--- config.mk ---
export PLATFORM = sky130hd
export DESIGN_NAME = rf_write_scheduler
export DESIGN_NICKNAME = d
export VERILOG_FILES = /design/src/rtl/rf_write_scheduler.sv
export SDC_FILE = /design/constraint.sdc
export NUM_CORES = 1
export LEC_CHECK = 0
export CORE_ASPECT_RATIO = 1.25
export CORE_MARGIN = 2
export CORE_UTILIZATION = 54
export CTS_CLUSTER_SIZE = 12
export DETAILED_ROUTE_END_ITERATION = 7
export PLACE_DENSITY = 0.81
export SYNTH_ARGS = -nofsm -noshare
export SYNTH_HDL_FRONTEND = slang
export SYNTH_SLANG_ARGS = --single-unit
--- constraint.sdc ---
create_clock -name clk -period 4.98 [get_ports clk]
set_clock_uncertainty 0.1 [all_clocks]
set_input_delay 0.996 -clock clk [delete_from_list [all_inputs] [get_ports clk]]
set_output_delay 0.996 -clock clk [all_outputs]
set_load 0.005 [all_outputs]
--- src/rtl/rf_write_scheduler.sv ---
// rf_write_scheduler
//   Merges two writeback streams (A: ALU, B: load) into a single register-file
//   write port. Each requester has its own QD-deep FIFO; one head entry is
//   popped per cycle using round-robin arbitration when both heads are valid.
//   Popped entries drive a registered write port; writes to x0 are dropped.
//   A combinational hazard query reports any queued or in-flight write.
//
// Ports
//   clk, rst_n                    clock, async active-low reset
//   a_valid/a_ready/a_addr/a_data requester A push handshake and payload
//   b_valid/b_ready/b_addr/b_data requester B push handshake and payload
//   q_addr1/q_addr2, q_hit1/q_hit2 hazard query addresses and results
//   rf_we/rf_waddr/rf_wdata       registered register-file write port
//   idle                          both FIFOs empty and no write in flight
//
// Configuration
//   RF_SCHED_STATS_EN: adds grant_cnt_a / grant_cnt_b saturating 16-bit
//   per-port grant counters (x0 discards included).
module rf_write_scheduler #(
  parameter int unsigned DW = 64,
  parameter int unsigned AW = 5,
  parameter int unsigned QD = 2
) (
  input  logic          clk,
  input  logic          rst_n,
  input  logic          a_valid,
  output logic          a_ready,
  input  logic [AW-1:0] a_addr,
  input  logic [DW-1:0] a_data,
  input  logic          b_valid,
  output logic          b_ready,
  input  logic [AW-1:0] b_addr,
  input  logic [DW-1:0] b_data,
  input  logic [AW-1:0] q_addr1,
  input  logic [AW-1:0] q_addr2,
  output logic          q_hit1,
  output logic          q_hit2,
  output logic          rf_we,
  output logic [AW-1:0] rf_waddr,
  output logic [DW-1:0] rf_wdata,
  output logic          idle
`ifdef RF_SCHED_STATS_EN
  ,
  output logic [15:0]   grant_cnt_a,
  output logic [15:0]   grant_cnt_b
`endif
);

  localparam int unsigned PW = (QD > 1) ? $clog2(QD) : 1;
  localparam int unsigned CW = $clog2(QD + 1);

  typedef enum logic {
    PORT_A = 1'b0,
    PORT_B = 1'b1
  } port_e;

  // Index 0 = requester A, index 1 = requester B.
  logic [1:0]    in_valid;
  logic [AW-1:0] in_addr [2];
  logic [DW-1:0] in_data [2];

  logic [CW-1:0] cnt    [2];
  logic [PW-1:0] wr_ptr [2];
  logic [PW-1:0] rd_ptr [2];
  logic [AW-1:0] mem_addr [2][QD];
  logic [DW-1:0] mem_data [2][QD];

  logic [1:0]    ready;
  logic [1:0]    nonempty;
  logic [1:0]    push;
  logic [1:0]    grant;
  logic          pop_any;
  logic          pop_sel;
  logic [AW-1:0] head_addr;
  logic [DW-1:0] head_data;
  port_e         last_q;

  logic [PW-1:0] slot_off   [2][QD];
  logic          slot_valid [2][QD];

  always_comb begin
    in_valid   = {b_valid, a_valid};
    in_addr[0] = a_addr;
    in_addr[1] = b_addr;
    in_data[0] = a_data;
    in_data[1] = b_data;
  end

  // Handshake and round-robin arbitration. A full FIFO stays not-ready even
  // when it is popped this cycle.
  always_comb begin
    for (int unsigned p = 0; p < 2; p++) begin
      ready[p]    = (cnt[p] != CW'(QD));
      nonempty[p] = (cnt[p] != '0);
      push[p]     = in_valid[p] && ready[p];
    end
    grant[0]  = nonempty[0] && (!nonempty[1] || (last_q == PORT_B));
    grant[1]  = nonempty[1] && (!nonempty[0] || (last_q == PORT_A));
    pop_any   = |grant;
    pop_sel   = grant[1];
    head_addr = mem_addr[pop_sel][rd_ptr[pop_sel]];
    head_data = mem_data[pop_sel][rd_ptr[pop_sel]];
  end

  assign a_ready = ready[0];
  assign b_ready = ready[1];

  // State, pointers and the registered write port.
  always_ff @(posedge clk or negedge rst_n) begin
    if (!rst_n) begin
      for (int unsigned p = 0; p < 2; p++) begin
        cnt[p]    <= '0;
        wr_ptr[p] <= '0;
        rd_ptr[p] <= '0;
      end
      last_q   <= PORT_B;
      rf_we    <= 1'b0;
      rf_waddr <= '0;
      rf_wdata <= '0;
    end else begin
      for (int unsigned p = 0; p < 2; p++) begin
        if (push[p])  wr_ptr[p] <= wr_ptr[p] + 1'b1;
        if (grant[p]) rd_ptr[p] <= rd_ptr[p] + 1'b1;
        cnt[p] <= cnt[p] + CW'(push[p]) - CW'(grant[p]);
      end
      if (pop_any) last_q <= grant[0] ? PORT_A : PORT_B;
      rf_we <= pop_any && (head_addr != '0);
      if (pop_any && (head_addr != '0)) begin
        rf_waddr <= head_addr;
        rf_wdata <= head_data;
      end
    end
  end

  // FIFO storage needs no reset; occupancy counts define validity.
  always_ff @(posedge clk) begin
    for (int unsigned p = 0; p < 2; p++) begin
      if (push[p]) begin
        mem_addr[p][wr_ptr[p]] <= in_addr[p];
        mem_data[p][wr_ptr[p]] <= in_data[p];
      end
    end
  end

  // A slot is live when its distance from the read pointer (mod QD) is
  // below the occupancy count.
  always_comb begin
    for (int unsigned p = 0; p < 2; p++) begin
      for (int unsigned j = 0; j < QD; j++) begin
        slot_off[p][j]   = PW'(j) - rd_ptr[p];
        slot_valid[p][j] = (CW'(slot_off[p][j]) < cnt[p]);
      end
    end
  end

  always_comb begin
    q_hit1 = 1'b0;
    q_hit2 = 1'b0;
    for (int unsigned p = 0; p < 2; p++) begin
      for (int unsigned j = 0; j < QD; j++) begin
        if (slot_valid[p][j] && (mem_addr[p][j] == q_addr1)) q_hit1 = 1'b1;
        if (slot_valid[p][j] && (mem_addr[p][j] == q_addr2)) q_hit2 = 1'b1;
      end
    end
    if (rf_we && (rf_waddr == q_addr1)) q_hit1 = 1'b1;
    if (rf_we && (rf_waddr == q_addr2)) q_hit2 = 1'b1;
    if (q_addr1 == '0) q_hit1 = 1'b0;
    if (q_addr2 == '0) q_hit2 = 1'b0;
  end

  assign idle = (cnt[0] == '0) && (cnt[1] == '0) && !rf_we;

`ifdef RF_SCHED_STATS_EN
  always_ff @(posedge clk or negedge rst_n) begin
    if (!rst_n) begin
      grant_cnt_a <= '0;
      grant_cnt_b <= '0;
    end else begin
      if (grant[0] && (grant_cnt_a != '1)) grant_cnt_a <= grant_cnt_a + 16'd1;
      if (grant[1] && (grant_cnt_b != '1)) grant_cnt_b <= grant_cnt_b + 16'd1;
    end
  end
`endif

endmodule

======== Word-level counts from Yosys, hierarchy flattened ========
Memory sizes are Yosys's and may differ from the RTL's.
Index checks and enable logic that the tools add are counted.
operators by class
  magnitude comparators ................... 10
  bitwise gates (word level) .............. 5
  equal/unequal tests ..................... 12
  $add $sub $neg .......................... 12
  mux-type cells .......................... 36
  reductions and logical operators ........ 32
operators by type and width
  cell                                                 count
  2-to-1 mux 64 bit                                    5
  2-to-1 mux 128 bit                                   2
  demux 64 bit (select 1 bit)                          2
  == test 5 bit                                        10
  2-to-1 mux 5 bit                                     5
  2-to-1 mux 10 bit                                    2
  logical AND 1 bit                                    19
  2-to-1 mux 1 bit                                     18
  demux 5 bit (select 1 bit)                           2
  logical NOT 5 bit                                    2
  >= comparator 2 bit (second input constant)          4
  < comparator 1 x 2 -> 1 bit                          4
  inverter 1 -> 2 bit                                  4
  nonzero test 5 bit                                   1
  adder 1 bit (second input constant)                  4
  adder 2 x 1 -> 2 bit                                 2
  logical NOT 2 bit                                    2
  < comparator 2 x 1 -> 1 bit (second input constant)  2
  != test 2 bit (second input constant)                2
  nonzero test 2 bit                                   2
  subtractor 1 bit (first input constant)              4
  subtractor 2 x 1 -> 2 bit                            2
  logical NOT 1 bit                                    3
  logical OR 1 bit                                     2
  other kinds (2)                                      2
word-level totals
  input port bits ......................... 152
  bits in registers ....................... 79
  bits in writable memories ............... 276
  output and inout bits ................... 75
  word-level logic and storage cells ...... 119
  memories kept ........................... 2
memories
  memory    depth  bits a word  rd ports  clocked after memory_dff  write ports  line  RTL
  mem_data  2      128          1         0                         2            66    logic [DW-1:0] mem_data [2][QD];
  mem_addr  2      10           3         0                         2            65    logic [AW-1:0] mem_addr [2][QD];

======== Logic depth before layout (Yosys ltp) ========
Gate-level depths: netlist of the first run.
  depth after elaboration ................. 14
  mapped depth ............................ 9
  mapped depth without buffers ............ 8

======== Worst setup path before layout of the first run ========
Ideal clock, no wire load.
  kind .................................... input port to flip-flop
  from .................................... input b_valid
  to ...................................... memory mem_addr[1][5] (netlist bit) (enable)
  stages on the path ...................... 2
  buffers on the path ..................... 0
  setup time .............................. 0.496 ns
  data required time ...................... 4.384 ns
  arrival ................................. 3.973 ns
  path slack .............................. 0.411 ns
  path through ............................ nand2_1 nor2_1
RTL lines
  what         line  RTL
  from (decl)  30    input logic b_valid,
  to (decl)    65

======== Worst setup path in the final report of the first run ========
  from .................................... input q_addr1[4]
  to ...................................... output q_hit1
on the way
  word-level cells in the longest chain between the ends .. 8
  elaborated cells on any way between the ends .. 17
  those cells by class .................... eq/ne: 5; mux: 6; reduce/logical: 6
ends and longest elaborated chain
  what                            line  RTL
  from (decl)                     34    input logic [AW-1:0] q_addr1,
  == test 5 bit                   161   if (slot_valid[p][j] && (mem_addr[p][j] == q_addr1)) q_hit1 = 1'b1;
  logical AND 1 bit               161
  2-to-1 mux 1 bit (4 in series)  161
  2-to-1 mux 1 bit                165   if (rf_we && (rf_waddr == q_addr1)) q_hit1 = 1'b1;
  2-to-1 mux 1 bit *              167   if (q_addr1 == '0) q_hit1 = 1'b0;
  to (decl)                       36    output logic q_hit1,
Mark *: on every way between the ends. The rest lies on a longest branch, timed or not.

==> flow_summary.yaml, run 1 <==
sta:
  period_share_pct: 86.4
  fin_ws_ps: 679
  slew_violations: 0
  tightest_slew_ps: 1120
  achievable-frequency_ghz: 0.233
  slew_headroom_pct: 25.4
  grt_setup_unrepaired: "no"
  hold_viol: 0
  hold_slack_ps: 402
  finalCriticalPeriod_ps: 4300
  fin_setup_tns_ps: 0
  finalSetupViolCount: 0
synth:
  syn_inst: 886
  syn_avg_cell_area_sq_um: 16.1
  ys_seq_area_share_pct: 72.0
  ys_ff_latch: 355
  async_flop_share_pct: 22.3
  synth_edf_count: 276
  synth.distinct_cells: 37
  syn_nets: 1042
  syn_area_sq_mm: 0.0143
  synth_ff_type: "edfxtp_1"
  yosys_warnings: 0
clocking:
  cts_hold_buf: 0
  postCtsSetupRepairBufs: 0
  cts_htree_levels: 2
  cts_buffers: 36
  cts_tree: "built"
  post_cts_resized: 0
  clock_path_buffers: 3
  clock_latency_ps: 500
  clkSinkCount: 355
  clkSlewWorstSetupHoldPaths_ps: 50
  cts_root_buf: "clkbuf_16"
power:
  ir_drop_mv: 0.385
  p_per_area_mw_per_mm2: 622
  p_leak_nw: 6.32
die:
  initial_utilization_pct: 54.8
  chipHeight_um: 186
  dieArea_sq_mm: 0.0277
  num_io_pins: 227
  die_w_um: 149
  num_rows: 66
  fp.coreArea_sq_mm: 0.0260
global_routing:
  antenna_found_initial: 4
  grt_max_degree: 101
  grt_util_all_layers_pct: 22.9
  grt_overflow: 0
  grt_pass1_wl_um: 48000
  grt_pass1_vias: 8716
placement:
  dp_slack_ps: 684
  place_hpwl_um: 19300
  placedInstanceArea_sq_mm: 0.0169
  numPortBuffers: 226
  routabilityCongestion: 0.908
route:
  wl_met1_um: 12000
  top_layer: "met5"
  dr_total_vias: 8260
  via_per_inst: 5.61
  firstDrtPassIters: 4
  drc: 0
  drtAntennaViolNets: 0
  wl_met2_um: 16600
  met3WireLength_um: 1700
  wl_um: 31500
  wl_per_cell_um: 21.4
  drtIter0Drc: 331
setup_path:
  crit_arrival_ps: 3200
  crit_type: "in2out"
  worst-path-max-fanout: 6
  cp-end-kind: "output port"
  start_kind: "input port"
  cp_data_required_time_ps: 3880
finish:
  num-nets-final: 1262
  final_layout_size_suffix_gt1_share_pct: 12.0
  synthToLayoutAreaGrowth_pct: 25.7
  stdcell_area_sq_mm: 0.0179
run:
  max_cap_violations: 0
hold_path:
  hp-class: "reg2reg"
run_status:
  status: "finished clean"
metal layers:
layer	GRT usage, %	vias up
li1	-	3811
met1	27.3	4075
met2	40.9	288
met3	3.92	84
met4	10.1	2
met5	0	-
final cells by class:
class                           count  area, sq um
Fill cell                        1788         8090
Sequential cell                   355        10300
Clock inverter                      1         5.00
Antenna cell                        4         10.0
Clock buffer                       60         1050
Timing Repair Buffer              238         2360
Multi-Input combinational cell    468         3770
Tap cell                          340          425
Inverter                            7         26.3
path summary, 6_finish.rpt:
check | from | to | slack [ps] | cells after the start
max | q_addr1[4] | q_hit1 | 680 | 7
min | rf_wdata[48] | rf_wdata[48] | 400 | 1
max reg2reg | cnt[0] | rf_wdata[14] | 1970 | 5
min reg2reg | rf_wdata[48] | rf_wdata[48] | 400 | 1
max in group asynchronous | rst_n | rf_wdata[13] | 3350 | 2
min in group asynchronous | rst_n | rf_wdata[11] | 510 | 1
state kept, by name, indices dropped and copies added, names as in the netlist:
register,count
rd_ptr,2
mem_data,256
mem_addr,20
last_q,1
rf_we,1
cnt,4
wr_ptr,2
rf_wdata,64
rf_waddr,5
kinds of logic after synthesis:
family	after synthesis	synth area share, %
compound gates	156	7.06
xor+xnor	58	3.56
fa+ha+maj	4	0.351
buf+inv	63	1.83
flops	355	72.0
mux	138	10.6
simple gates	112	4.64
power by group:
group / switching [mW] / internal [mW]
registers: 0.482 / 4.20
clock network: 1.02 / 1.43
logic: 2.02 / 1.99
total: 3.52 / 7.63
stage by stage:
step	std cells	util (%)	power, mW
5_1_grt	1471	68.9	11.8
4_1_cts	1469	68.9	11.3
3_5_place_dp	1408	64.8	8.78
6_report	1473	68.9	11.2
2_1_floorplan	886	-	7.20
3_3_place_gp	1408	64.8	8.62
Yosys cell counts, types with 4 or more instances:
library cell | number | share of area (%)
a211oi_1 | 69 | 3.6
a21oi_1 | 73 | 2.6
buf_1 | 8 | 0.21
buf_2 | 7 | 0.25
clkbuf_1 | 39 | 1.0
dfrtp_1 | 78 | 14
edfxtp_1 | 276 | 58
ha_1 | 4 | 0.35
inv_1 | 6 | 0.16
mux2_2 | 59 | 4.7
mux2_4 | 10 | 1.1
mux2i_1 | 69 | 4.8
nand2_1 | 5 | 0.13
nor2_1 | 10 | 0.26
nor2b_1 | 69 | 3.0
nor3_1 | 7 | 0.25
nor4_1 | 9 | 0.39
xnor2_1 | 30 | 1.8
xor2_1 | 28 | 1.7
placed cells by master, fill, tap and decap left out, types with 2 or more instances in the layout:
cell / synthesis / layout
nand2_1: 5 / 5
nor3_1: 7 / 7
buf_4: 0 / 12
edfxtp_1: 276 / 276
nor2b_1: 69 / 69
clkbuf_16: 0 / 37
dfrtp_4: 0 / 2
a31oi_1: 2 / 2
a22oi_1: 2 / 2
nor4_1: 9 / 9
nand2b_1: 2 / 2
a21oi_1: 73 / 73
nand4_1: 3 / 3
diode_2: 0 / 4
xnor2_1: 30 / 30
dfrtp_1: 78 / 76
xor2_1: 28 / 28
nor2_1: 10 / 8
and3_4: 0 / 2
nor2_4: 0 / 2
mux2i_1: 69 / 69
o21ai_0: 2 / 2
mux2_4: 10 / 10
clkbuf_1: 39 / 19
ha_1: 4 / 4
mux2_2: 59 / 59
clkbuf_8: 0 / 4
clkdlybuf4s50_1: 0 / 225
o22ai_1: 2 / 2
a211oi_1: 69 / 69
or4_1: 3 / 3
inv_1: 6 / 6
critical path, cell delays in order:
cell,delay (ps)
clkdlybuf4s50_1,580
xor2_1,210
or4_1,510
nor3_1,200
a31oi_1,70
a21oi_1,140
clkdlybuf4s50_1,510
Note: power is estimated with default switching activity, not from simulation.
==> inputs of run 2 (changes only) <==
--- a/config.mk
+++ b/config.mk
@@ -11,6 +11,7 @@
 export CTS_CLUSTER_SIZE = 12
 export DETAILED_ROUTE_END_ITERATION = 7
 export PLACE_DENSITY = 0.81
+export SKIP_CTS_REPAIR_TIMING = 1
 export SYNTH_ARGS = -nofsm -noshare
 export SYNTH_HDL_FRONTEND = slang
 export SYNTH_SLANG_ARGS = --single-unit
==> results of run 2 <==
Final layout, timing and power as in run 1 (identical DEF).
==> inputs of run 3 (changes only) <==
--- a/config.mk
+++ b/config.mk
@@ -10,6 +10,7 @@
 export CORE_UTILIZATION = 54
 export CTS_CLUSTER_SIZE = 12
 export DETAILED_ROUTE_END_ITERATION = 7
+export GPL_TIMING_DRIVEN = 0
 export PLACE_DENSITY = 0.81
 export SKIP_CTS_REPAIR_TIMING = 1
 export SYNTH_ARGS = -nofsm -noshare
==> flow_summary.yaml, run 3 (same netlist as run 1, synthesis figures left out) <==
run_status:
  status: "finished clean"
setup_path:
  start_kind: "register"
  worst-path-max-fanout: 10
  crit_family: "buffers and inverters"
  cp_data_required_time_ps: 3880
  cp-end-kind: "output port"
  crit_arrival_ps: 3570
  crit_slowest_cell: "buf_1"
  crit_path_max_incr_delay_ps: 610
  path_cells: "buf_1, clkbuf_1, inv_1, a21oi_1, nor3_1, a311oi_1, a21oi_1, clkdlybuf4s50_1"
  critPathBufInv: 4
  cpMostUsedCell: "a21oi_1"
  crit_type: "reg2out"
global_routing:
  grt_util_all_layers_pct: 24.0
  grt_pass1_wl_um: 49800
  antenna_found_initial: 8
  grt_overflow: 0
  grt_max_degree: 46
  grt_pass1_vias: 8924
finish:
  num-nets-final: 1305
  stdcell_area_sq_mm: 0.0181
  layout_commonest_cell: "edfxtp_1"
  final_layout_size_suffix_gt1_share_pct: 12.0
  final_cell_mix: "edfxtp_1, clkdlybuf4s50_1, dfrtp_1"
  synthToLayoutAreaGrowth_pct: 27.3
  largest_register_ffs: 256
  finalCoreUtilization_pct: 69.7
clocking:
  cts_root_buf: "clkbuf_16"
  cts_buffers: 37
  clkSinkCount: 355
  clock_latency_ps: 500
  cts_htree_levels: 2
  cts_tree: "built"
  clock_path_buffers: 3
  clkSlewWorstSetupHoldPaths_ps: 60
placement:
  placedInstanceArea_sq_mm: 0.0171
  routabilityCongestion: 0.923
  place_hpwl_um: 22500
  numPortBuffers: 216
route:
  firstDrtPassIters: 5
  drtAntennaViolNets: 0
  dr_total_vias: 8627
  drtIter0Drc: 493
  drc: 0
  wl_per_cell_um: 22.0
  wl_um: 33400
  via_per_inst: 5.68
die:
  initial_utilization_pct: 54.8
  fp.coreArea_sq_mm: 0.0260
  num_io_pins: 227
  dieArea_sq_mm: 0.0277
  die_w_um: 149
  chipHeight_um: 186
  num_rows: 66
power:
  p_leak_nw: 6.39
  ir_drop_mv: 0.399
  p_per_area_mw_per_mm2: 633
  total_power_mw: 11.5
sta:
  slew_violations: 0
  period_share_pct: 93.8
  hold_slack_ps: 381
  achievable-frequency_ghz: 0.214
  grt_setup_unrepaired: "no"
  hold_viol: 0
  slew_headroom_pct: 22.6
  finalSetupViolCount: 0
  finalCriticalPeriod_ps: 4670
  tightest_slew_ps: 1150
hold_path:
  hp-class: "in2async"
run:
  max_cap_violations: 0
==> run 3: final cells by class <==
type,count,area [sq um]
Antenna cell,8,20.0
Multi-Input combinational cell,468,3760
Timing Repair Buffer,224,2350
Clock buffer,58,1040
Tap cell,340,425
Fill cell,1751,7870
Inverter,7,26.3
Sequential cell,355,10300
Buffer,56,234
Clock inverter,3,21.3
==> run 3: stage by stage <==
step | cells | TNS, ps | setup WS, ps
floorplan | 886 | 0 | 411
CTS | 1511 | 0 | 337
global placement | 1442 | -335660 | -2290
global route | 1516 | 0 | 106
finish | 1519 | 0 | 311
detailed placement | 1450 | 0 | 872
==> run 3: worst reg2reg max path, delay by kind of cell (launching register included) <==
family / cells / cell delay, ps
buf+inv: 2 / 1040
simple gates: 1 / 680
flops: 1 / 410
mux: 1 / 390
compound gates: 1 / 180
==> run 3: where the power goes <==
part	switching, mW	total (mW)	internal [mW]
clock	1.04	2.47	1.43
combinational	2.28	4.39	2.11
sequential	0.422	4.61	4.19
==> run 3: final timing paths <==
check,to,startpoint,slack [ps],cells past startpoint
worst max-delay path,q_hit2,rd_ptr[0],310,8
worst min-delay path,rf_wdata[11],rst_n,380,1
worst max register to register,rf_wdata[32],rd_ptr[0],2070,5
worst min register to register,rf_wdata[25],rf_wdata[25],400,1
max in group asynchronous,last_q,rst_n,3720,2
min in group clk,rf_wdata[25],rf_wdata[25],400,1
==> run 3: layer usage <==
layer / GRT usage, % / up-vias / wire length [um]
li1: - / 3905 / -
met1: 29.0 / 4326 / 12600
met2: 42.7 / 325 / 17800
met3: 3.97 / 69 / 1930
met4: 10.0 / 2 / 1000
met5: 0 / - / 13
